## src/rtl/spart_pkg.sv

```systemverilog
// Shared SPART definitions: receive FSM states, oversampling defaults and bus addresses.
package spart_pkg;

    typedef enum logic [1:0] {
        IDLE  = 2'd0,
        START = 2'd1,
        DATA  = 2'd2,
        STOP  = 2'd3
    } rx_state_t;

    localparam int         OVERSAMPLE_DEF = 16;
    localparam int         MID_TICK       = OVERSAMPLE_DEF / 2 - 1;
    localparam logic [1:0] RX_ADDR        = 2'b00;

    function automatic int mid_tick(input int oversample);
        return oversample / 2 - 1;
    endfunction

endpackage

```

## src/rtl/spart_rx_sync2.sv

```systemverilog
// Generic two-flop synchronizer for asynchronous pin inputs, with a configurable reset level.
module sync2 #(
    parameter logic RST_VAL = 1'b1
) (
    input  logic clk,
    input  logic rst_n,
    input  logic d_i,
    output logic q_o
);

    logic meta_q;
    logic sync_q;

    // Two-stage capture of the asynchronous input
    always_ff @(posedge clk or negedge rst_n) begin
        if (!rst_n) begin
            meta_q <= RST_VAL;
            sync_q <= RST_VAL;
        end else begin
            meta_q <= d_i;
            sync_q <= meta_q;
        end
    end

    assign q_o = sync_q;

endmodule

```

## src/rtl/spart_rx.sv

```systemverilog
// SPART receive stage: synchronizes rxd and deserializes 8N1 frames on oversample ticks.
module spart_rx
    import spart_pkg::*;
#(
    parameter int OVERSAMPLE = OVERSAMPLE_DEF
) (
    input  logic       clk,
    input  logic       rst,
    input  logic       en,
    input  logic       rxd,
    input  logic       rd_ack,
    output logic [7:0] rx_data,
    output logic       rda,
    output logic       frm_err,
    output logic       ovr_err
);

    localparam logic [3:0] MID_CNT  = 4'(mid_tick(OVERSAMPLE));
    localparam logic [3:0] LAST_CNT = 4'(OVERSAMPLE - 1);

    logic       rxs_s;
    logic       load_s;
    logic [3:0] cnt_inc_s;

    rx_state_t  state_q,   state_d;
    logic [3:0] cnt_q,     cnt_d;
    logic [2:0] bidx_q,    bidx_d;
    logic [7:0] shreg_q,   shreg_d;
    logic       prev_q,    prev_d;
    logic [7:0] rx_data_q, rx_data_d;
    logic       rda_q,     rda_d;
    logic       frm_q,     frm_d;
    logic       ovr_q,     ovr_d;

    sync2 #(
        .RST_VAL (1'b1)
    ) u_sync_rxd (
        .clk   (clk),
        .rst_n (rst),
        .d_i   (rxd),
        .q_o   (rxs_s)
    );

    assign cnt_inc_s = cnt_q + 4'd1;

    // Frame FSM: advances only on oversample ticks
    always_comb begin
        state_d = state_q;
        cnt_d   = cnt_q;
        bidx_d  = bidx_q;
        shreg_d = shreg_q;
        prev_d  = prev_q;
        load_s  = 1'b0;
        if (en) begin
            // prev tracks the line in every state so a held-low line never looks like a new edge
            prev_d = rxs_s;
            case (state_q)
                IDLE: begin
                    if (prev_q && !rxs_s) begin
                        state_d = START;
                        cnt_d   = 4'd0;
                    end else begin
                        state_d = IDLE;
                    end
                end
                START: begin
                    if (cnt_inc_s == MID_CNT) begin
                        if (!rxs_s) begin
                            state_d = DATA;
                            cnt_d   = 4'd0;
                            bidx_d  = 3'd0;
                        end else begin
                            state_d = IDLE;
                            cnt_d   = 4'd0;
                        end
                    end else begin
                        cnt_d = cnt_inc_s;
                    end
                end
                DATA: begin
                    if (cnt_q == LAST_CNT) begin
                        shreg_d = {rxs_s, shreg_q[7:1]};
                        cnt_d   = 4'd0;
                        bidx_d  = bidx_q + 3'd1;
                        if (bidx_q == 3'd7) begin
                            state_d = STOP;
                        end else begin
                            state_d = DATA;
                        end
                    end else begin
                        cnt_d = cnt_inc_s;
                    end
                end
                STOP: begin
                    if (cnt_q == LAST_CNT) begin
                        load_s  = 1'b1;
                        state_d = IDLE;
                        cnt_d   = 4'd0;
                    end else begin
                        cnt_d = cnt_inc_s;
                    end
                end
                default: begin
                    state_d = IDLE;
                    cnt_d   = 4'd0;
                end
            endcase
        end else begin
            state_d = state_q;
        end
    end

    // Receive buffer and flags; a load in the same cycle as rd_ack takes priority
    always_comb begin
        rx_data_d = rx_data_q;
        rda_d     = rda_q;
        frm_d     = frm_q;
        ovr_d     = ovr_q;
        if (load_s) begin
            rx_data_d = shreg_q;
            rda_d     = 1'b1;
            frm_d     = ~rxs_s;
            ovr_d     = rda_q & ~rd_ack;
        end else if (rd_ack) begin
            rda_d = 1'b0;
            frm_d = 1'b0;
            ovr_d = 1'b0;
        end else begin
            rda_d = rda_q;
        end
    end

    // State and output registers
    always_ff @(posedge clk or negedge rst) begin
        if (!rst) begin
            state_q   <= IDLE;
            cnt_q     <= 4'd0;
            bidx_q    <= 3'd0;
            shreg_q   <= 8'h00;
            prev_q    <= 1'b1;
            rx_data_q <= 8'h00;
            rda_q     <= 1'b0;
            frm_q     <= 1'b0;
            ovr_q     <= 1'b0;
        end else begin
            state_q   <= state_d;
            cnt_q     <= cnt_d;
            bidx_q    <= bidx_d;
            shreg_q   <= shreg_d;
            prev_q    <= prev_d;
            rx_data_q <= rx_data_d;
            rda_q     <= rda_d;
            frm_q     <= frm_d;
            ovr_q     <= ovr_d;
        end
    end

    assign rx_data = rx_data_q;
    assign rda     = rda_q;
    assign frm_err = frm_q;
    assign ovr_err = ovr_q;

endmodule

```

## config.mk

```make
export PLATFORM = sky130hd
export DESIGN_NAME = spart_rx
export DESIGN_NICKNAME = d
export VERILOG_FILES = /design/src/rtl/spart_pkg.sv /design/src/rtl/spart_rx_sync2.sv /design/src/rtl/spart_rx.sv
export SDC_FILE = /design/constraint.sdc
export NUM_CORES = 1
export LEC_CHECK = 0
export BUFFER_PORTS_ARGS = -buffer_cell sky130_fd_sc_hd__buf_2
export CAP_MARGIN = 20
export CORE_MARGIN = 4
export CORE_UTILIZATION = 48
export CTS_CLUSTER_DIAMETER = 120
export DETAILED_ROUTE_END_ITERATION = 10
export PLACE_DENSITY = 0.75
export SYNTH_ARGS = -nofsm -noshare
export SYNTH_HDL_FRONTEND = slang
export SYNTH_SLANG_ARGS = --single-unit
```

## constraint.sdc

```tcl
create_clock -name clk -period 3.7 [get_ports clk]
set_clock_uncertainty 0.1 [all_clocks]
set_input_delay 0.185 -clock clk [delete_from_list [all_inputs] [get_ports clk]]
set_output_delay 0.185 -clock clk [all_outputs]
set_load 0.005 [all_outputs]
```

# After elaboration in Yosys (flattened, before gate mapping)
# Cells that the tools add are included.
dict set report op_classes {
  n_addsub 2
  n_eq_ne 11
  mux 22
  bitwise_logic 3
  reduce_logical 10
}
# op count
set ops {}
lappend ops {{$mux W4} 3}
lappend ops {{$pmux W4 S3} 1}
lappend ops {{$ne A2 B2 Y1 const B} 5}
lappend ops {{$mux W1} 9}
lappend ops {{$mux W3} 3}
lappend ops {{$mux W2} 4}
lappend ops {{$pmux W2 S4} 1}
lappend ops {{$pmux W3 S2} 1}
lappend ops {{$reduce_and A5 Y1} 1}
lappend ops {{$add A4 B1 Y4 const B} 1}
lappend ops {{$eq A2 B2 Y1 const B} 2}
lappend ops {{$eq A4 B3 Y1 const B} 1}
lappend ops {{$eq A4 B4 Y1 const B} 1}
lappend ops {{$reduce_and A4 Y1} 1}
lappend ops {{$reduce_bool A2 Y1} 2}
lappend ops {{$add A3 B1 Y3 const B} 1}
lappend ops {{$eq A3 B3 Y1 const B} 1}
lappend ops {{$reduce_and A3 Y1} 1}
lappend ops {{$eq A2 B1 Y1 const B} 1}
lappend ops {{$logic_not A2 Y1} 1}
lappend ops {{$not A1 Y1} 2}
lappend ops {{$reduce_and A2 Y1} 1}
lappend ops {{$reduce_or A2 Y1} 1}
lappend ops {{$and A1 B1 Y1} 1}
lappend ops {{other kinds (2)} 2}
dict set report totals {
  register_bits 31
  inputBits 5
  out_inout_bits 11
  elab_cells 59
}

# Longest topological paths before layout
# Gate-level depths: netlist of the first run.
dict set report logic_depth {
  ltp_word 5
  ltp_mapped 6
  mapped_depth_nobuf 6
}

# Modules after synthesis
# Synthesis of the first run repeated with hierarchy kept, for this count alone.
dict set report unflattened {
  cells_unflattened 135
  area_unflattened_um2 1448.9
}
# module instances cells_per_inst area_each_um2
set by_module_without_submodules {}
lappend by_module_without_submodules {spart_rx 1 133 1396.3}
lappend by_module_without_submodules {sync2 1 2 52.6}

# Worst setup path after synthesis of the first run
# No wires, ideal clock.
dict set report synth_timing {
  path_type {register to register}
  startpoint {reg cnt_q[0]}
  endpoint {reg shreg_q[0]}
  setup_ns 0.125
  arrival_time_ns 1.589
  t_required_ns 3.475
  slack_ns 1.886
  stages_incl_launch_ff 6
  period_less_slack_ns 1.814
  cell_sequence {dfrtp_1 -> ha_1 -> nand3_2 -> nor3_1 -> buf_4 -> mux2_2}
}
dict set report synth_via {
  elab_chain_len 2
}
# item line
set synth_lines {}
lappend synth_lines {{start, declared} spart_rx.sv:26} ;# logic [3:0] cnt_q, cnt_d;
lappend synth_lines {{start signal, assigned} spart_rx.sv:147} ;# cnt_q <= cnt_d;
lappend synth_lines {{$eq A4 B4 Y1} spart_rx.sv:81} ;# if (cnt_q == LAST_CNT) begin
lappend synth_lines {{$reduce_and A3 Y1 (no source line)} n/a}
lappend synth_lines {{end signal, assigned} spart_rx.sv:149} ;# shreg_q <= shreg_d;
lappend synth_lines {{end, declared} spart_rx.sv:28} ;# logic [7:0] shreg_q, shreg_d;
# Every way passes these cells.
# A chain may end at the register's enable or synchronous reset.

# Worst setup path after layout of the first run
dict set report layout_timing {
  startpoint {reg cnt_q[0]}
  endpoint {reg rx_data_q[3], in the netlist rx_data[3]}
}
dict set report layout_via {
  elab_chain_len 4
}
# item line
set layout_lines {}
lappend layout_lines {{$eq A4 B4 Y1} spart_rx.sv:95} ;# if (cnt_q == LAST_CNT) begin
lappend layout_lines {{$mux W1} spart_rx.sv:95}
lappend layout_lines {{$mux W1} spart_rx.sv:57} ;# case (state_q)
lappend layout_lines {{$mux W1} spart_rx.sv:54} ;# if (en) begin
lappend layout_lines {{end signal, assigned} spart_rx.sv:151} ;# rx_data_q <= rx_data_d;
lappend layout_lines {{end, declared} spart_rx.sv:30} ;# logic [7:0] rx_data_q, rx_data_d;
# Every way passes these cells.

==> flow_summary.toml, run 1 <==
[cells_and_area]
n_fill_cell = 243
areaGrowthSynthToFinish_pct = 13.0
fin_nets = 137
drive_gt1_frac = 0.372
fin_area_mm2 = 0.00159
diodes = 0

[clock_network]
cts-hold-fix-buffers = 3
cts_setup_buffers = 0
post_cts_resized = 0
clock_sinks = 31
cts_made_buffers = 5
clockBufferDepth = 2
cts_tree = "done"
htree_num_levels = 2
clock_latency_ps = 330
path_clk_slew_ps = 80
clockRootBuffer = "clkbuf_4"

[pwr]
p_int_mw = 0.517
pwr-share-clk = 0.274
p_comb_frac = 0.163
swShare = 0.286
power.switching_mw = 0.207
p_leak_nw = 0.845
ir_drop_mv = 0.374
powerDensity_mw_per_mm2 = 455
seqPwrFrac = 0.563

[min_path]
holdPathStages = 2
min_from = "en"
hold_end = "prev_q"
hp-class = "in2reg"

[synth]
syn-num-nets = 115
syn_avg_cell_area_um2 = 13.3
synth.ff_latch_count = 31
synthDistinctLibCells = 34
synthCells = 106
netlist_area_mm2 = 0.00141
synth_warnings = 0
synth_top_area_cell = "dfrtp_1"
synth_area_leaders = "dfrtp_1 (50%), mux2_2 (9.6%), mux2_4 (6.4%), dfstp_2 (5.6%), ha_1 (3.6%)"
synth_top_area_frac = 0.499
yosysSeqAreaShare = 0.555

[placed_design]
dp_hpwl_um = 1630
place_ws_ps = 1800
placed_area_mm2 = 0.00150
numPortBuffers = 15
routabilityCongestion = 0.755

[critical_path]
cp.arrival_ps = 2020
worstPathMaxFanout = 12
rrSetupSlack_ps = 1790
crit_family = "simple AND/OR/NAND/NOR gates"
crit_buf_inv = 0
r2r-start = "cnt_q[0]"
cp_slowest_stage_delay_ps = 510
crit_type = "reg2reg"
critPathCaptureType = "flip-flop"
crit_slowest_cell = "or3_4"
startpoint_type = "flip-flop"
crit_path_cell_trace = "ha_1 > nand3_2 > or3_4 > mux2_4"
rr_endpoint = "rx_data[3]"
reg2reg_depth = 4
worst_ep_required_time_ps = 3810

[routing]
drtAntennaViolNets = 0
num_vias = 895
dr.pass1.iters = 4
wl_um = 2310
drc = 0
drt-wirelength-per-cell_um = 14.4
dr.first_iter.drc_count = 10
vias_per_cell = 5.59

[global_routing]
grt_max_degree = 32
grt_first_pass_wirelength_um = 4330
grt_overflow = 0
first_global_vias = 906
antenna_found_initial = 0
track_usage = 0.141

[status]
status = "finished clean"

[die]
die_w_um = 62.1
rows = 19
io-pin-count = 16
die-area_mm2 = 0.00386
core_mm2 = 0.00278
die_height_um = 62.1
start_util = 0.505

[timing]
finalCritPeriodShare = 0.516
relSlewSlack = 0.567
layout_setup_ws_ps = 1790
max_freq_mhz = 524
tightest_slew_ps = 650
hold_viol_final = 0
post-route-min-period_ps = 1910
setup_viol = 0
slew_violations = 0
setup_tns_ps = 0
rsz0062_at_grt = "false"

[flow_run]
drv_cap = 0
==> cell type report <==
type	instances	area [µm²]	share of cell area
repair buffers	19	113	0.0709
clock buffers	7	55.1	0.0347
inverters	4	15.0	0.00946
multi-input cells	67	582	0.366
clock inverters	1	5.00	0.00315
well taps	31	38.8	0.0244
flip-flops and latches	31	779	0.491
==> metal layers <==
layer	vias to the layer above	wire (µm)	GRT usage
li1	429	-	-
met1	441	1030	0.183
met2	19	1130	0.212
met3	6	109	0.0505
met4	0	40	0.0569
met5	-	0	0
==> how the worst max path moves through the flow <==
stage                     slack, ps  cells after the start      from    endpoint
after floorplan                1890                      5  cnt_q[0]  shreg_q[0]
after global placement         1850                      4  cnt_q[0]  rx_data[6]
after detailed placement       1800                      4  cnt_q[0]  rx_data[5]
after CTS                      1790                      4  cnt_q[0]  rx_data[3]
after global routing           1640                      6  cnt_q[1]   bidx_q[0]
final                          1790                      4  cnt_q[0]  rx_data[3]
==> synth_stat cells (all sizes together) <==
library cell and n:
dfstp 3, o21ai 3, nor4 1, nor3b 1, mux2 18, and4bb 1, mux2i 2, dfrtp 28
nand4 1, nor2b 2, a211o 1, ha 4, a21boi 1, nand3b 2, and3b 2, o2bb2ai 1
a21bo 1, nor2 2, nand2 7, nor3 1, buf 4, a22o 3, a21oi 2, inv 4
xnor2 1, or3 1, a31oi 1, a22oi 1, o31ai 4, nand3 3
==> flip-flops by register name, summed over array words and instances, names as in the netlist, named ones only <==
signal and count:
bidx_q 3, cnt_q 4, frm_err 1, ovr_err 1, prev_q 1, rda 1
rx_data 8, shreg_q 8, state_q 1, u_sync_rxd.meta_q 1, u_sync_rxd.q_o 1
==> power groups by stage <==
stage,logic [mW],registers (mW),clock network [mW]
after floorplan,0.0950,0.399,0
after global placement,0.110,0.409,0
after detailed placement,0.117,0.413,0
after CTS,0.120,0.406,0.206
after global routing,0.132,0.413,0.227
final,0.118,0.407,0.198
==> placed cells by master (no fill, tap or decap) <==
| cell | count |
|---|---|
| xnor2_1 | 1 |
| nand2_1 | 7 |
| o2bb2ai_1 | 1 |
| nand3b_1 | 2 |
| buf_2 | 15 |
| and3b_1 | 2 |
| dfrtp_1 | 28 |
| o31ai_1 | 4 |
| a211o_1 | 1 |
| a22o_1 | 3 |
| o21ai_0 | 3 |
| nor3_1 | 1 |
| nor4_1 | 1 |
| clkbuf_1 | 1 |
| a31oi_1 | 1 |
| buf_4 | 1 |
| nand3_1 | 2 |
| dlygate4sd3_1 | 3 |
| clkbuf_8 | 1 |
| clkinv_2 | 1 |
| a22oi_1 | 1 |
| mux2_2 | 12 |
| nor2b_1 | 2 |
| nand4_1 | 1 |
| a21oi_1 | 2 |
| nand3_2 | 1 |
| clkbuf_4 | 5 |
| inv_1 | 4 |
| nor2_1 | 2 |
| mux2i_1 | 2 |
| dfstp_2 | 3 |
| mux2_4 | 6 |
| a21bo_2 | 1 |
| ha_1 | 4 |
| a21boi_0 | 1 |
| and4bb_2 | 1 |
| or3_4 | 1 |
| nor3b_1 | 1 |
==> kinds of logic after synthesis <==
group           count (synthesis)  share of synthesized area
compound gates                 18                     0.0926
xor+xnor                        1                    0.00623
fa+ha+maj                       4                     0.0356
buf+inv                         8                     0.0312
flops                          31                      0.555
mux                            20                      0.175
simple gates                   24                      0.105
==> metrics by stage <==
stage	std cells	util	power (mW)	hold slack, ps
finish	160	0.571	0.723	99.4
global route	160	0.571	0.773	82.2
CTS	160	0.571	0.732	79.8
detailed placement	149	0.538	0.530	145
floorplan	106	-	0.494	-211
global placement	149	0.538	0.520	140
(Power assumes the default switching activity.)
==> inputs of run 2 (changes only) <==
PLACE_DENSITY = 0.77   (was 0.75)
clock period = 1.7 ns   (was 3.7 ns; I/O delays follow)
==> run 2 against run 1 <==
  * The run now ends with setup timing left
  * Power grew 140%
  * Sequential power grew 120%
  * Final cell count grew 9.4%
  * Combinational power grew to 3.4 times the previous value
  * Wire length grew 24%
  * Sequential share of layout area shrank 5.3 points
  * Via count grew 7.5%
  * Critical path type unchanged
  * Largest cell class unchanged
  * Highest routed layer unchanged
==> flow_summary.toml, run 2 (synthesis results as in run 1) <==
[die]
core_mm2 = 0.00278
io-pin-count = 16
die-area_mm2 = 0.00386
start_util = 0.505
rows = 19
die_w_um = 62.1
die_height_um = 62.1

[timing]
max_freq_mhz = 581
layout_setup_ws_ps = -22.6
rsz0062_at_grt = "true"
finalCritPeriodShare = 1.01
post-route-min-period_ps = 1720
hold_viol_final = 0
slew_violations = 0
setup_viol = 6
relSlewSlack = 0.558
fin_hold_ws_ps = 196
tightest_slew_ps = 662

[critical_path]
cp.arrival_ps = 1840
critPathCapture = "rx_data[7]"
crit_path_cell_trace = "ha_4 > nand3_4 > or3_4 > mux2_4"
r2r-start = "cnt_q[1]"
crit_type = "reg2reg"
crit_slowest_cell = "or3_4"
startpoint_type = "flip-flop"
worstPathMaxFanout = 6
rrSetupSlack_ps = -20
rr_endpoint = "rx_data[7]"
worst_ep_required_time_ps = 1810
critPathCaptureType = "flip-flop"
reg2reg_depth = 4
cp_slowest_stage_delay_ps = 470
crit_path_start = "cnt_q[1]"

[routing]
drc = 0
wl_um = 2850
num_vias = 962
vias_per_cell = 5.50
drt-wirelength-per-cell_um = 16.3
dr.first_iter.drc_count = 20
drtAntennaViolNets = 0
dr.pass1.iters = 6

[clock_network]
cts_tree = "done"
clock_latency_ps = 340
clock_sinks = 31
clockRootBuffer = "clkbuf_4"
clockBufferDepth = 2
htree_num_levels = 2
cts_made_buffers = 5
path_clk_slew_ps = 110

[pwr]
swShare = 0.314
pwr-share-clk = 0.243
ir_drop_mv = 0.783
p_comb_frac = 0.238
p_leak_nw = 0.937
p_int_mw = 1.17
powerDensity_mw_per_mm2 = 958
seqPwrFrac = 0.519
total_power_mw = 1.71
power.switching_mw = 0.536

[global_routing]
first_global_vias = 1035
track_usage = 0.156
grt_max_degree = 32
grt-busiest-layer = "met2"
met1_usage = 0.184
grt_use_met2 = 0.256
grt_overflow = 0
grtUsageMet3 = 0.0486
antenna_found_initial = 0
grt_first_pass_wirelength_um = 4800

[cells_and_area]
fin_area_mm2 = 0.00178
diodes = 0
areaGrowthSynthToFinish_pct = 27.0
drive_gt1_frac = 0.486
most-common-layout-cells = "dfrtp_1 (26), mux2_4 (15), buf_2 (15)"
fin_nets = 152
layout_commonest_cell = "dfrtp_1"

[min_path]
hp-class = "in2async"

[status]
status = "finished, violations left"
failed_checks = "setup timing"

[placed_design]
numPortBuffers = 15
dp_hpwl_um = 1870
place_ws_ps = -101
placed_area_mm2 = 0.00158
routabilityCongestion = 0.804

[flow_run]
drv_cap = 0
==> run 2: layout make-up <==
class | count | area [µm²]
multi-input combinational | 68 | 672
clock inverter | 3 | 15.0
clock buffer | 5 | 37.5
fill | 205 | 997
timing repair buffer | 33 | 224
sequential | 31 | 782
inverter | 4 | 15.0
tap | 31 | 38.8
==> run 2: how the worst min path moves through the flow <==
stage,endpoint,slack [ps],cells past startpoint
floorplan,async pin,-310,0
global placement,shreg_q[1],40,1
detailed placement,shreg_q[1],60,1
CTS,shreg_q[1],220,2
global route,shreg_q[1],270,2
finish,shreg_q[1],200,2
==> run 2: stage by stage <==
step | util | instances | setup TNS, ps
after detailed placement | 0.568 | 159 | -1130
final | 0.641 | 175 | -72.2
after global routing | 0.641 | 175 | -1260
after CTS | 0.614 | 173 | -414
after floorplan | - | 106 | -641
after global placement | 0.568 | 159 | -139
==> run 2: what timing repair did <==
item	4_1_cts	5_1_grt
cloned	1	0
pin swaps	3	7
endpoints found under the hold margin	33	0
buffers inserted	1	2
hold buffers	4	0
resized for setup	4	16
setup endpoints to repair	20	25
==> run 2: per-layer routing <==
layer	share of wire	up-vias	routed length [µm]
met5	0	-	0
met4	0.018	0	52
met3	0.033	4	94
met2	0.53	17	1500
met1	0.42	485	1200
li1	-	456	-
==> run 2: power by group through the flow <==
stage	registers, mW	clock network, mW	logic (mW)
6_report	0.887	0.415	0.407
3_3_place_gp	0.876	0	0.330
5_1_grt	0.901	0.464	0.456
3_5_place_dp	0.883	0	0.354
4_1_cts	0.883	0.422	0.398
2_1_floorplan	0.869	0	0.210
==> run 2: critical path, delay by kind of cell (launching register included) <==
kind / cells / cell delay [ps]
adder cells (fa/ha/maj): 1 / 180
multiplexers: 1 / 320
AND/OR/NAND/NOR: 2 / 580
flip-flops: 1 / 420
==> inputs of run 3 (changes only) <==
--- a/config.mk
+++ b/config.mk
@@ -9,7 +9,9 @@
 export CAP_MARGIN = 20
+export CELL_PAD_IN_SITES_DETAIL_PLACEMENT = 1
+export CELL_PAD_IN_SITES_GLOBAL_PLACEMENT = 2
 export CORE_MARGIN = 4
-export CORE_UTILIZATION = 48
+export CORE_UTILIZATION = 39
 export CTS_CLUSTER_DIAMETER = 120
 export DETAILED_ROUTE_END_ITERATION = 10
-export PLACE_DENSITY = 0.77
+export PLACE_DENSITY = 0.84
 export SYNTH_ARGS = -nofsm -noshare
==> constraint.sdc (replaced) <==
create_clock -name clk -period 1.6 [get_ports clk]
set_clock_uncertainty 0.1 [all_clocks]
set_input_delay 0 -clock clk [delete_from_list [all_inputs] [get_ports clk]]
set_output_delay 0 -clock clk [all_outputs]
set_load 0.005 [all_outputs]
==> run 3 against run 2 <==
  * The run still ends with setup timing left
  * Global-route usage is 0.62 points lower
  * Utilization is 9.6 points lower
  * Count of clock-buffer cells in the layout is 3 higher
  * Sequential share of layout area is 2.0 points lower
  * First-iteration DRC count is 110% higher
  * Non-clock buffer count is 2 higher
  * Fmax is 0.77% higher
  * Critical path type unchanged
  * Critical endpoint is now rx_data[3]
==> flow_summary.toml, run 3 (synthesis results as in run 1) <==
[critical_path]
cp_slowest_stage_delay_ps = 460
worst_ep_required_time_ps = 1730
worstPathMaxFanout = 6
rrSetupSlack_ps = -110
reg2reg_depth = 4
crit_type = "reg2reg"
crit_slowest_cell = "or3_4"
crit_path_cell_trace = "ha_4 > nand3_4 > or3_4 > mux2_4"
r2r-start = "cnt_q[1]"
critPathCaptureType = "flip-flop"
startpoint_type = "flip-flop"
crit_family = "simple AND/OR/NAND/NOR gates"
cp.arrival_ps = 1840
crit_buf_inv = 0
rr_endpoint = "rx_data[3]"

[cells_and_area]
most-common-layout-cells = "dfrtp_1 (28), mux2_4 (15), buf_2 (15)"
fin_area_mm2 = 0.00186
areaGrowthSynthToFinish_pct = 32.6
fin_nets = 154
diodes = 0
utilization = 0.545
layout_commonest_cell = "dfrtp_1"
drive_gt1_frac = 0.500

[timing]
layout_setup_ws_ps = -109
hold_viol_final = 0
max_freq_mhz = 585
setup_viol = 15
slew_violations = 0
setup_tns_ps = -1110
relSlewSlack = 0.548
tightest_slew_ps = 678
finalCritPeriodShare = 1.07
rsz0062_at_grt = "true"
post-route-min-period_ps = 1710

[placed_design]
place_ws_ps = -147
dp_hpwl_um = 2010
routabilityCongestion = 0.756
placed_area_mm2 = 0.00165
numPortBuffers = 15

[routing]
drtAntennaViolNets = 0
drc = 0
wl_um = 3020
drt-wirelength-per-cell_um = 15.7
dr.first_iter.drc_count = 43
dr.pass1.iters = 2
vias_per_cell = 4.96
num_vias = 953

[flow_run]
drv_cap = 0

[die]
core_mm2 = 0.00342
die_height_um = 68.0
die-area_mm2 = 0.00463
die_w_um = 68.0
io-pin-count = 16
start_util = 0.411
rows = 21

[clock_network]
cts_made_buffers = 5
cts_tree = "done"
clockBufferDepth = 2
htree_num_levels = 2
clock_sinks = 31
clock_latency_ps = 330
path_clk_slew_ps = 90
clockRootBuffer = "clkbuf_4"

[pwr]
powerDensity_mw_per_mm2 = 1010
ir_drop_mv = 0.501
p_leak_nw = 0.947

[global_routing]
grt_first_pass_wirelength_um = 5020
grt_max_degree = 32
first_global_vias = 1070
antenna_found_initial = 0
grt_overflow = 0
track_usage = 0.150

[min_path]
hp-class = "in2async"

[status]
failed_checks = "setup timing"
status = "finished, violations left"
==> run 3: cell types whose count changed in the layout (fill, tap and decap cells not counted), moves of 2 or more <==
cell      before  now
clkbuf_1       0    3
a21oi_1        2    0
dfrtp_1       26   28
clkinv_2       3    0
dfrtp_2        2    0
buf_6          1    3
==> run 3: area by class of cell <==
class / count / area (µm²)
Fill cell: 365 / 1550
Timing Repair Buffer: 35 / 246
Inverter: 4 / 15.0
Multi-Input combinational cell: 68 / 716
Clock buffer: 8 / 48.8
Sequential cell: 31 / 779
Tap cell: 46 / 57.6
==> run 3: worst max path at each step <==
stage | from | endpoint | slack [ps] | depth (start not counted)
floorplan | cnt_q[0] | rx_data[2] | -210 | 5
finish | cnt_q[1] | rx_data[3] | -110 | 4
global route | cnt_q[0] | cnt_q[2] | -190 | 6
detailed placement | cnt_q[1] | rx_data[3] | -150 | 4
global placement | cnt_q[1] | rx_data[4] | -90 | 4
CTS | cnt_q[1] | rx_data[3] | -120 | 4
==> run 3: per-layer routing <==
metal / vias up / track usage / wire length, µm
met3: 7 / 0.0411 / 108
met5: - / 0 / 0
li1: 464 / - / -
met1: 466 / 0.185 / 1440
met2: 16 / 0.232 / 1420
met4: 0 / 0.0893 / 44
==> run 3: where the power goes <==
| group | leakage, nW | internal, mW | switching, mW |
|---|---|---|---|
| Sequential | 0.408 | 0.844 | 0.0834 |
| Combinational | 0.512 | 0.281 | 0.246 |
| Clock | 0.0265 | 0.175 | 0.260 |
==> run 3: repair_timing <==
item                       in CTS  in global routing
gates cloned                    1                  0
hold endpoints to repair       36                  0
setup buffers                   2                  1
hold buffers                    4                  0
pin swaps                       8                 11
resized for setup               9                 17
setup endpoints to repair      27                 27
==> run 3: worst reg2reg max path, stage by stage (launching register included) <==
cell and delay [ps]:
dfrtp_1 430, ha_4 180, nand3_4 110, or3_4 460
mux2_4 320
==> run 3: stage by stage <==
step | power, mW | cells | hold WS, ps
finish | 1.89 | 192 | 127
global route | 2.01 | 192 | 196
CTS | 1.88 | 191 | 159
detailed placement | 1.37 | 177 | -15.1
global placement | 1.34 | 177 | -23.7
floorplan | 1.17 | 106 | -396
